<file path="src/rtl/bp_common_rv64_pkg.sv">
// RV64 instruction layout, opcode constants and register-use descriptor
// shared by the issue scoreboard and its decode helper.
package bp_common_rv64_pkg;

  localparam int rv64_rf_els_gp = 32;

  localparam logic [6:0] rv64_opcode_lui       = 7'b0110111;
  localparam logic [6:0] rv64_opcode_auipc     = 7'b0010111;
  localparam logic [6:0] rv64_opcode_jal       = 7'b1101111;
  localparam logic [6:0] rv64_opcode_jalr      = 7'b1100111;
  localparam logic [6:0] rv64_opcode_load      = 7'b0000011;
  localparam logic [6:0] rv64_opcode_op_imm    = 7'b0010011;
  localparam logic [6:0] rv64_opcode_op_imm32  = 7'b0011011;
  localparam logic [6:0] rv64_opcode_system    = 7'b1110011;
  localparam logic [6:0] rv64_opcode_branch    = 7'b1100011;
  localparam logic [6:0] rv64_opcode_store     = 7'b0100011;
  localparam logic [6:0] rv64_opcode_op        = 7'b0110011;
  localparam logic [6:0] rv64_opcode_op32      = 7'b0111011;
  localparam logic [6:0] rv64_opcode_amo       = 7'b0101111;

  typedef struct packed {
    logic [6:0] funct7;
    logic [4:0] rs2_addr;
    logic [4:0] rs1_addr;
    logic [2:0] funct3;
    logic [4:0] rd_addr;
    logic [6:0] opcode;
  } rv64_instr_s;

  typedef struct packed {
    logic rs1_v;
    logic rs2_v;
    logic rd_v;
  } bp_be_reg_use_s;

endpackage

</file>
<file path="src/rtl/bp_be_issue_scoreboard_if.sv">
// Handshake bundle of the issue scoreboard: front-end enqueue, backend
// issue (valid/yumi) and writeback. The slave modport is the scoreboard side,
// the master modport is the surrounding pipeline (or a bench).
interface bp_be_issue_scoreboard_if;
  import bp_common_rv64_pkg::*;

  rv64_instr_s instr_i;
  logic        instr_v_i;
  logic        instr_ready_o;
  rv64_instr_s issue_instr_o;
  logic        issue_v_o;
  logic        issue_yumi_i;
  logic        wb_v_i;
  logic [4:0]  wb_rd_addr_i;

  modport slave (
    input  instr_i, instr_v_i, issue_yumi_i, wb_v_i, wb_rd_addr_i,
    output instr_ready_o, issue_instr_o, issue_v_o
  );

  modport master (
    output instr_i, instr_v_i, issue_yumi_i, wb_v_i, wb_rd_addr_i,
    input  instr_ready_o, issue_instr_o, issue_v_o
  );

endinterface

</file>
<file path="src/rtl/bp_be_instr_reg_use.sv">
// Combinational decode of which architectural registers an RV64 instruction
// reads (rs1/rs2) and writes (rd), from its major opcode only.
// Ports: instr_i (raw instruction) -> reg_use_o {rs1_v, rs2_v, rd_v}.
module bp_be_instr_reg_use
  import bp_common_rv64_pkg::*;
(
  input  rv64_instr_s    instr_i,
  output bp_be_reg_use_s reg_use_o
);

  // Only the opcode matters here; the other fields are consumed elsewhere.
  logic unused_fields;
  assign unused_fields = ^{instr_i.funct7, instr_i.rs2_addr, instr_i.rs1_addr,
                           instr_i.funct3, instr_i.rd_addr};

  always_comb begin
    reg_use_o = '0;
    case (instr_i.opcode)
      rv64_opcode_lui, rv64_opcode_auipc, rv64_opcode_jal:
        reg_use_o = '{rs1_v: 1'b0, rs2_v: 1'b0, rd_v: 1'b1};
      rv64_opcode_jalr, rv64_opcode_load, rv64_opcode_op_imm,
      rv64_opcode_op_imm32, rv64_opcode_system:
        reg_use_o = '{rs1_v: 1'b1, rs2_v: 1'b0, rd_v: 1'b1};
      rv64_opcode_branch, rv64_opcode_store:
        reg_use_o = '{rs1_v: 1'b1, rs2_v: 1'b1, rd_v: 1'b0};
      rv64_opcode_op, rv64_opcode_op32, rv64_opcode_amo:
        reg_use_o = '{rs1_v: 1'b1, rs2_v: 1'b1, rd_v: 1'b1};
      default: reg_use_o = '0;
    endcase
  end

endmodule

</file>
<file path="src/rtl/bp_be_issue_scoreboard.sv">
// Single-issue in-order scheduler: a small instruction queue whose head is
// released only when none of its used registers (rs1, rs2, rd) is busy.
// Issuing a nonzero-rd writer marks rd busy; writeback clears it.
// Ports:
//   clk_i, reset_i : clock, synchronous active-high reset
//   io (slave)     : enqueue (instr/v/ready), issue (instr/v/yumi), writeback
//   flush_i        : drop all queued instructions (scoreboard kept)
//   busy_o         : current busy bit per register
// Build option: BP_ISSUE_WB_BYPASS_EN lets a same-cycle writeback mask its
// busy bit in the hazard check (combinational wb -> issue_v_o path).
module bp_be_issue_scoreboard
  import bp_common_rv64_pkg::*;
#(
  parameter int fifo_els_p = 4,
  parameter int rf_els_p   = rv64_rf_els_gp
) (
  input  logic                  clk_i,
  input  logic                  reset_i,
  bp_be_issue_scoreboard_if.slave io,
  input  logic                  flush_i,
  output logic [rf_els_p-1:0]   busy_o
);

  localparam int ptr_w = $clog2(fifo_els_p);

  rv64_instr_s          mem [fifo_els_p];
  logic [ptr_w-1:0]     rptr, wptr;
  logic [ptr_w:0]       count;
  logic [rf_els_p-1:0]  busy_r, busy_n, busy_chk;
  rv64_instr_s          head;
  bp_be_reg_use_s       head_use;
  logic                 hazard, enq, deq, full;

  assign head = mem[rptr];

  bp_be_instr_reg_use u_reg_use (
    .instr_i   (head),
    .reg_use_o (head_use)
  );

  // Ready comes from registered occupancy only; forced low during reset.
  assign full             = (count == (ptr_w+1)'(fifo_els_p));
  assign io.instr_ready_o = ~full & ~reset_i;

`ifdef BP_ISSUE_WB_BYPASS_EN
  assign busy_chk = busy_r & ~({rf_els_p{io.wb_v_i}} & (rf_els_p'(1) << io.wb_rd_addr_i));
`else
  assign busy_chk = busy_r;
`endif

  // busy[0] is held at 0, so x0 operands never cause a stall.
  assign hazard = (head_use.rs1_v & busy_chk[head.rs1_addr])
                | (head_use.rs2_v & busy_chk[head.rs2_addr])
                | (head_use.rd_v  & busy_chk[head.rd_addr]);

  assign io.issue_v_o     = (count != '0) & ~hazard & ~flush_i;
  assign io.issue_instr_o = head;

  assign enq = io.instr_v_i & io.instr_ready_o & ~flush_i;
  assign deq = io.issue_yumi_i & io.issue_v_o;

  always_ff @(posedge clk_i) begin
    if (enq) mem[wptr] <= io.instr_i;
  end

  always_ff @(posedge clk_i) begin
    if (reset_i) begin
      rptr  <= '0;
      wptr  <= '0;
      count <= '0;
    end else if (flush_i) begin
      rptr  <= wptr;
      count <= '0;
    end else begin
      if (enq) wptr <= wptr + 1'b1;
      if (deq) rptr <= rptr + 1'b1;
      count <= count + (ptr_w+1)'(enq) - (ptr_w+1)'(deq);
    end
  end

  // Clear first, then set, so an issue beats a same-cycle writeback.
  always_comb begin
    busy_n = busy_r;
    if (io.wb_v_i) busy_n[io.wb_rd_addr_i] = 1'b0;
    if (deq && head_use.rd_v) busy_n[head.rd_addr] = 1'b1;
    busy_n[0] = 1'b0;
  end

  always_ff @(posedge clk_i) begin
    if (reset_i) busy_r <= '0;
    else         busy_r <= busy_n;
  end

  assign busy_o = busy_r;

endmodule

</file>
<file path="src/flat_wrapper.sv">
// flat-port wrapper written by rule: the top's interface ports become plain ports
module bp_be_issue_scoreboard_flat import bp_common_rv64_pkg::*;
#(
  parameter int fifo_els_p = 4,
  parameter int rf_els_p   = rv64_rf_els_gp
)
  (clk_i, reset_i, flush_i, busy_o, io_instr_i, io_instr_v_i, io_issue_yumi_i, io_wb_v_i, io_wb_rd_addr_i, io_instr_ready_o, io_issue_instr_o, io_issue_v_o);
  bp_be_issue_scoreboard_if io_i ();
  input  logic clk_i;
  input  logic reset_i;
  input  logic flush_i;
  output logic [rf_els_p-1:0] busy_o;
  input wire logic [$bits(io_i.instr_i)-1:0] io_instr_i;
  input wire logic [$bits(io_i.instr_v_i)-1:0] io_instr_v_i;
  input wire logic [$bits(io_i.issue_yumi_i)-1:0] io_issue_yumi_i;
  input wire logic [$bits(io_i.wb_v_i)-1:0] io_wb_v_i;
  input wire logic [$bits(io_i.wb_rd_addr_i)-1:0] io_wb_rd_addr_i;
  output wire logic [$bits(io_i.instr_ready_o)-1:0] io_instr_ready_o;
  output wire logic [$bits(io_i.issue_instr_o)-1:0] io_issue_instr_o;
  output wire logic [$bits(io_i.issue_v_o)-1:0] io_issue_v_o;
  assign io_i.instr_i = io_instr_i;
  assign io_i.instr_v_i = io_instr_v_i;
  assign io_i.issue_yumi_i = io_issue_yumi_i;
  assign io_i.wb_v_i = io_wb_v_i;
  assign io_i.wb_rd_addr_i = io_wb_rd_addr_i;
  assign io_instr_ready_o = io_i.instr_ready_o;
  assign io_issue_instr_o = io_i.issue_instr_o;
  assign io_issue_v_o = io_i.issue_v_o;
  bp_be_issue_scoreboard #(.fifo_els_p(fifo_els_p), .rf_els_p(rf_els_p)) u_core (.clk_i(clk_i), .reset_i(reset_i), .io(io_i), .flush_i(flush_i), .busy_o(busy_o));
endmodule
</file>
<file path="config.mk">
export PLATFORM = sky130hd
export DESIGN_NAME = bp_be_issue_scoreboard_flat
export DESIGN_NICKNAME = d
export VERILOG_FILES = /design/src/rtl/bp_common_rv64_pkg.sv /design/src/rtl/bp_be_issue_scoreboard_if.sv /design/src/rtl/bp_be_instr_reg_use.sv /design/src/rtl/bp_be_issue_scoreboard.sv /design/src/flat_wrapper.sv
export SDC_FILE = /design/constraint.sdc
export NUM_CORES = 1
export LEC_CHECK = 0
export ABC_AREA = 1
export BUFFER_PORTS_ARGS = -buffer_cell sky130_fd_sc_hd__buf_4
export CELL_PAD_IN_SITES_DETAIL_PLACEMENT = 0
export CELL_PAD_IN_SITES_GLOBAL_PLACEMENT = 1
export CORE_ASPECT_RATIO = 2
export CORE_MARGIN = 4
export CORE_UTILIZATION = 40
export CTS_BUF_LIST = sky130_fd_sc_hd__clkbuf_16
export DETAILED_ROUTE_END_ITERATION = 7
export PLACE_DENSITY_LB_ADDON = 0.25
export SYNTH_ARGS = -nofsm -noshare
export SYNTH_HDL_FRONTEND = slang
export SYNTH_HIERARCHICAL = 1
export SYNTH_SLANG_ARGS = --single-unit
</file>
<file path="constraint.sdc">
create_clock -name clk_i -period 3.8 [get_ports clk_i]
set_input_delay 0.57 -clock clk_i [delete_from_list [all_inputs] [get_ports clk_i]]
set_output_delay 0.57 -clock clk_i [all_outputs]
set_load 0.03 [all_outputs]
</file>
Yosys cells after proc, flatten, opt, wreduce, memory -nomap -nowiden
Memories as Yosys holds them, arrays and structs flattened. A register that Yosys moved wholly into a read port is not among the register bits.
Cells that the tools add are included.

word-level totals
  bits in registers = 39
  memory bits (writable) = 128
  output and inout bits = 66
  logic and storage cells = 78
  memories = 1

memory list
  name        words  width  read ports  clocked after memory_dff  write ports  line                          text
  u_core.mem  4      32     1           1                         1            bp_be_issue_scoreboard.sv:26  rv64_instr_s mem [fifo_els_p];

cells by class
  add/subtract/negate cells = 4
  $lt $le $gt $ge = 6
  equality and inequality tests = 14
  mux-type cells = 19
  bitwise operators = 18
  reduce and logical (&&, ||, !) cells = 11

operators by type and width
  cell                                                                count
  2-to-1 mux 32 bit                                                   2
  equality test 7 x 6 -> 1 bit (second input constant)                5
  AND 32 bit                                                          1
  NOT 32 bit                                                          1
  OR 32 bit                                                           1
  equality test 7 bit (second input constant)                         4
  < comparator 5 x 6 -> 1 bit (second input constant)                 4
  equality test 7 x 5 -> 1 bit (second input constant)                3
  binary-select mux 1 bit (select 5 bit)                              3
  one-hot mux 3 bit (4 select lines)                                  1
  demux 1 bit (select 5 bit)                                          2
  greater-or-equal comparator 5 x 1 -> 1 bit (second input constant)  2
  AND 1 bit                                                           9
  2-to-1 mux 2 bit                                                    4
  equality test 7 x 2 -> 1 bit (second input constant)                1
  2-to-1 mux 1 bit                                                    7
  OR reduction 3 bit                                                  2
  OR reduction 5 bit                                                  1
  adder 2 x 1 -> 2 bit (second input constant)                        2
  NOT 1 bit                                                           4
  OR reduction 2 bit                                                  2
  adder 3 x 1 -> 3 bit                                                1
  equality test 3 bit (second input constant)                         1
  logical AND 1 bit                                                   3
  other kinds (5)                                                     6

Longest topological paths before layout
  depth after elaboration = 14
  mapped depth = 30

By module
The synthesis kept the hierarchy.

modules (own cells, without submodules)
  module                  times used  cells an instance  area each (um^2)
  bp_be_issue_scoreboard  1           883                8,416.8
  bp_be_instr_reg_use     1           38                 160.2

Least setup slack after synthesis
No wires, ideal clock.

  path type = reg2reg
  start = reg (tool-made name)
  end = reg u_core.count[2]
  library setup time = 0.120 ns
  arrival time = 4.219 ns
  required time = 3.680 ns
  setup slack = -0.539 ns
  stages on the path, launching flop included = 30
  buffers on the path = 6
  cell sequence = dfxtp_1 > buf_6 > inv_4 > buf_6 > buf_6 > buf_6 > clkbuf_1 > nor2_1 > o22ai_1 > nand2_1 > nor2_2 > nand2_1 > nand2_1 > nand2_1 > nand3_1 > nand2_1 > nor2_1 > nand3_1 > nand2_1 > clkinv_1 > nand3_4 > nor2_8 > buf_12 > ha_1 > inv_1 > ha_1 > fa_1 > xor2_1 > o21ai_0 > a21oi_1

RTL lines
  element               line                          text
  to (signal assigned)  bp_be_issue_scoreboard.sv:77  count <= count + (ptr_w+1)'(enq) - (ptr_w+1)'(deq);
  to (decl)             bp_be_issue_scoreboard.sv:28  logic [ptr_w:0] count;

==> flow_summary.json <==
{
  "max-vdd-ir-drop_mv": 0.473,
  "antenna_found_initial": 0,
  "io_buffers": 107,
  "cts_num_sinks": 168,
  "insertedDiodeCount": 0,
  "grt_use_total": 0.217,
  "cap_violations": 0,
  "cts_hold_buf": 0,
  "initial_core_util": 0.408,
  "clockBufferDepth": 2,
  "dieArea_mm2": 0.0240,
  "finalSetupViolCount": 0,
  "finalHoldViolCount": 0,
  "cts-resized-gates": 0,
  "clock_skew_ns": 0.00806,
  "p_sw_mw": 1.25,
  "syn-num-nets": 971,
  "num_vias": 7032,
  "core_area_mm2": 0.0210,
  "synth_area_leaders": "edfxtp_1 45%, dfxtp_1 9.3%, nand2_1 7.4%",
  "io-pin-count": 109,
  "drtIter0Drc": 417,
  "die_x_um": 112,
  "synth_largest_area_cell": "edfxtp_1",
  "pwr-share-clk": 0.392,
  "worst_pin_slew_ns": 0.580,
  "layout-drive-gt1-share": 0.275,
  "syn_to_final_growth_pct": 22.2,
  "grt_setup_unrepaired": "false",
  "ant_nets": 0,
  "fin_crit_ns": 3.43,
  "numCtsBuffers": 17,
  "tns_ns": 0,
  "seqPwrFrac": 0.438,
  "p_int_mw": 3.34,
  "overflow": 0,
  "cts_max_level": 4,
  "fin_crit_sh": 0.901,
  "critPathCaptureType": "register",
  "vias_per_cell": 5.32,
  "synthDistinctLibCells": 38,
  "grt_pass1_vias": 6931,
  "drtPass1Iterations": 5,
  "synth_flop_cell": "edfxtp_1",
  "wirelength_mm": 25.9,
  "hpwl_mm": 18.9,
  "die-height_um": 215,
  "utilization": 0.499,
  "ys_seq_elements": 168,
  "netlist_area_mm2": 0.00858,
  "synth_top_area_share": 0.448,
  "mostFrequentLayoutCells": "167 x nand2_1, 140 x buf_4, 128 x edfxtp_1, 115 x nor2_1, 107 x nand3_1",
  "gp_congestion": 0.930,
  "ys_warn_count": 6,
  "detail_route.wl_per_cell_um": 19.6,
  "max_slew_margin": 0.614,
  "comb_power_share": 0.170,
  "worst-path-max-fanout": 21,
  "post-route-drc-count": 0,
  "syn_avg_cell_area_um2": 9.31,
  "worstSetupStartpointType": "register",
  "p_sw_frac": 0.272,
  "clkSlewWorstSetupHoldPaths_ns": 0.06,
  "synth_edf_count": 128,
  "postCtsSetupBuffers": 0,
  "nets": 1091,
  "p_leak_nw": 3.99,
  "path_class": "reg -> reg",
  "cts_root_buffer": "clkbuf_16",
  "holdPathStages": 1,
  "async_flop_share": 0,
  "grt_max_degree": 44,
  "cp_data_arrival_time_ns": 3.75,
  "ys_seq_area_frac": 0.542,
  "min_path_type": "in -> reg",
  "power.density_mw_per_mm2": 437,
  "clock_latency_ns": 0.43,
  "drv_slew": 0,
  "cts_tree": "done",
  "row_count": 75,
  "grt_pass1_wl_mm": 39.3,
  "r2r_cells": 24,
  "status": "complete, no violations",
  "netlist_instances": 921,
  "fmax_ghz": 0.292,
  "layout_commonest_cell": "nand2_1",
  "required_ns": 4.13
}
[metal layers]
metal	part of all wire	track usage
met1	0.34	0.213
met4	0.069	0.142
met3	0.050	0.0470
met5	0	0
met2	0.54	0.401
[logic make-up after synthesis]
family,Yosys count,synth area share
fa+ha+maj,7,0.0111
flops,168,0.542
compound gates,147,0.106
other cells,1,0.000437
xor+xnor,2,0.00204
simple gates,473,0.268
buf+inv,123,0.0713
[path summary, 6_finish.rpt]
check / from / to / slack, ns
setup / recovery: register / u_core/count[2]$_SDFF_PP0_ / 0.37
hold / removal: io_instr_i[13] / u_core/mem[2][13]$_DFFE_PP_ / 0.33
setup reg to reg: register / u_core/count[2]$_SDFF_PP0_ / 0.37
hold reg to reg: u_core/busy_o[6]$_SDFF_PP0_ / u_core/busy_o[6]$_SDFF_PP0_ / 0.53
[area by class of cell]
type                            instances  area [µm²]
Fill cell                            2044       10500
Sequential cell                       168        4650
Multi-Input combinational cell        630        3450
Timing Repair Buffer                  144        1130
Clock buffer                           17         425
Tap cell                              269         337
Inverter                               80         304
Clock inverter                         14         184
[critical path: stages (launching register included)]
cell,delay [ns]
dfxtp_1,0.34
inv_2,0.09
buf_4,0.26
o21ai_0,0.19
o22ai_4,0.17
nand2_1,0.07
nor2_1,0.16
nand2_1,0.07
nand2_1,0.06
nand2_1,0.09
nand3_2,0.10
nand2_1,0.06
nor2_1,0.09
nand3_1,0.09
nand2_1,0.08
clkinv_2,0.07
nand3_4,0.09
nor2_8,0.04
ha_1,0.26
inv_1,0.04
ha_1,0.18
fa_1,0.37
xor2_1,0.16
o21ai_0,0.15
a21oi_1,0.05
[state kept, by name, indices dropped and copies added, names as in the netlist, named ones only]
name / count
u_core/mem: 128
u_core/busy_o: 31
u_core/count: 3
u_core/rptr: 2
u_core/wptr: 2
[power by group through the flow]
stage | clock [mW] | combinational (mW) | sequential [mW]
after detailed placement | 0 | 0.784 | 2.05
final | 1.80 | 0.780 | 2.01
after floorplan | 0 | 0.514 | 2.05
after global routing | 1.91 | 0.846 | 2.01
after global placement | 0 | 0.782 | 2.05
after CTS | 1.84 | 0.786 | 2.01
[cells in the mapped netlist (2+ instances only)]
master,number
inv_1,67
o211ai_1,2
a21oi_1,10
dfxtp_1,40
or2_1,7
clkbuf_1,12
a32oi_2,3
ha_1,6
o21ai_1,9
or2_0,2
nor2_1,119
buf_6,7
buf_2,13
o22ai_1,17
a21oi_2,29
nand3_1,108
buf_4,8
nand3_2,40
inv_2,11
nand2_2,9
nand3b_1,8
o21ai_0,76
edfxtp_1,128
buf_12,3
nor2_2,3
nand2_1,168
or2_2,5
[through the flow]
step | hold slack [ns] | area, µm² | total power, mW | setup WS, ns | instances
after global routing | 0.314 | 10500 | 4.77 | 0.0267 | 1322
after detailed placement | 0.519 | 9870 | 2.83 | 0.348 | 1291
final | 0.334 | 10500 | 4.58 | 0.375 | 1322
after floorplan | 0.487 | 8700 | 2.56 | 0.00726 | 921
after CTS | 0.309 | 10500 | 4.63 | 0.335 | 1322
after global placement | 0.516 | 9870 | 2.83 | 0.411 | 1291
Note: power is estimated with default switching activity, not from simulation.
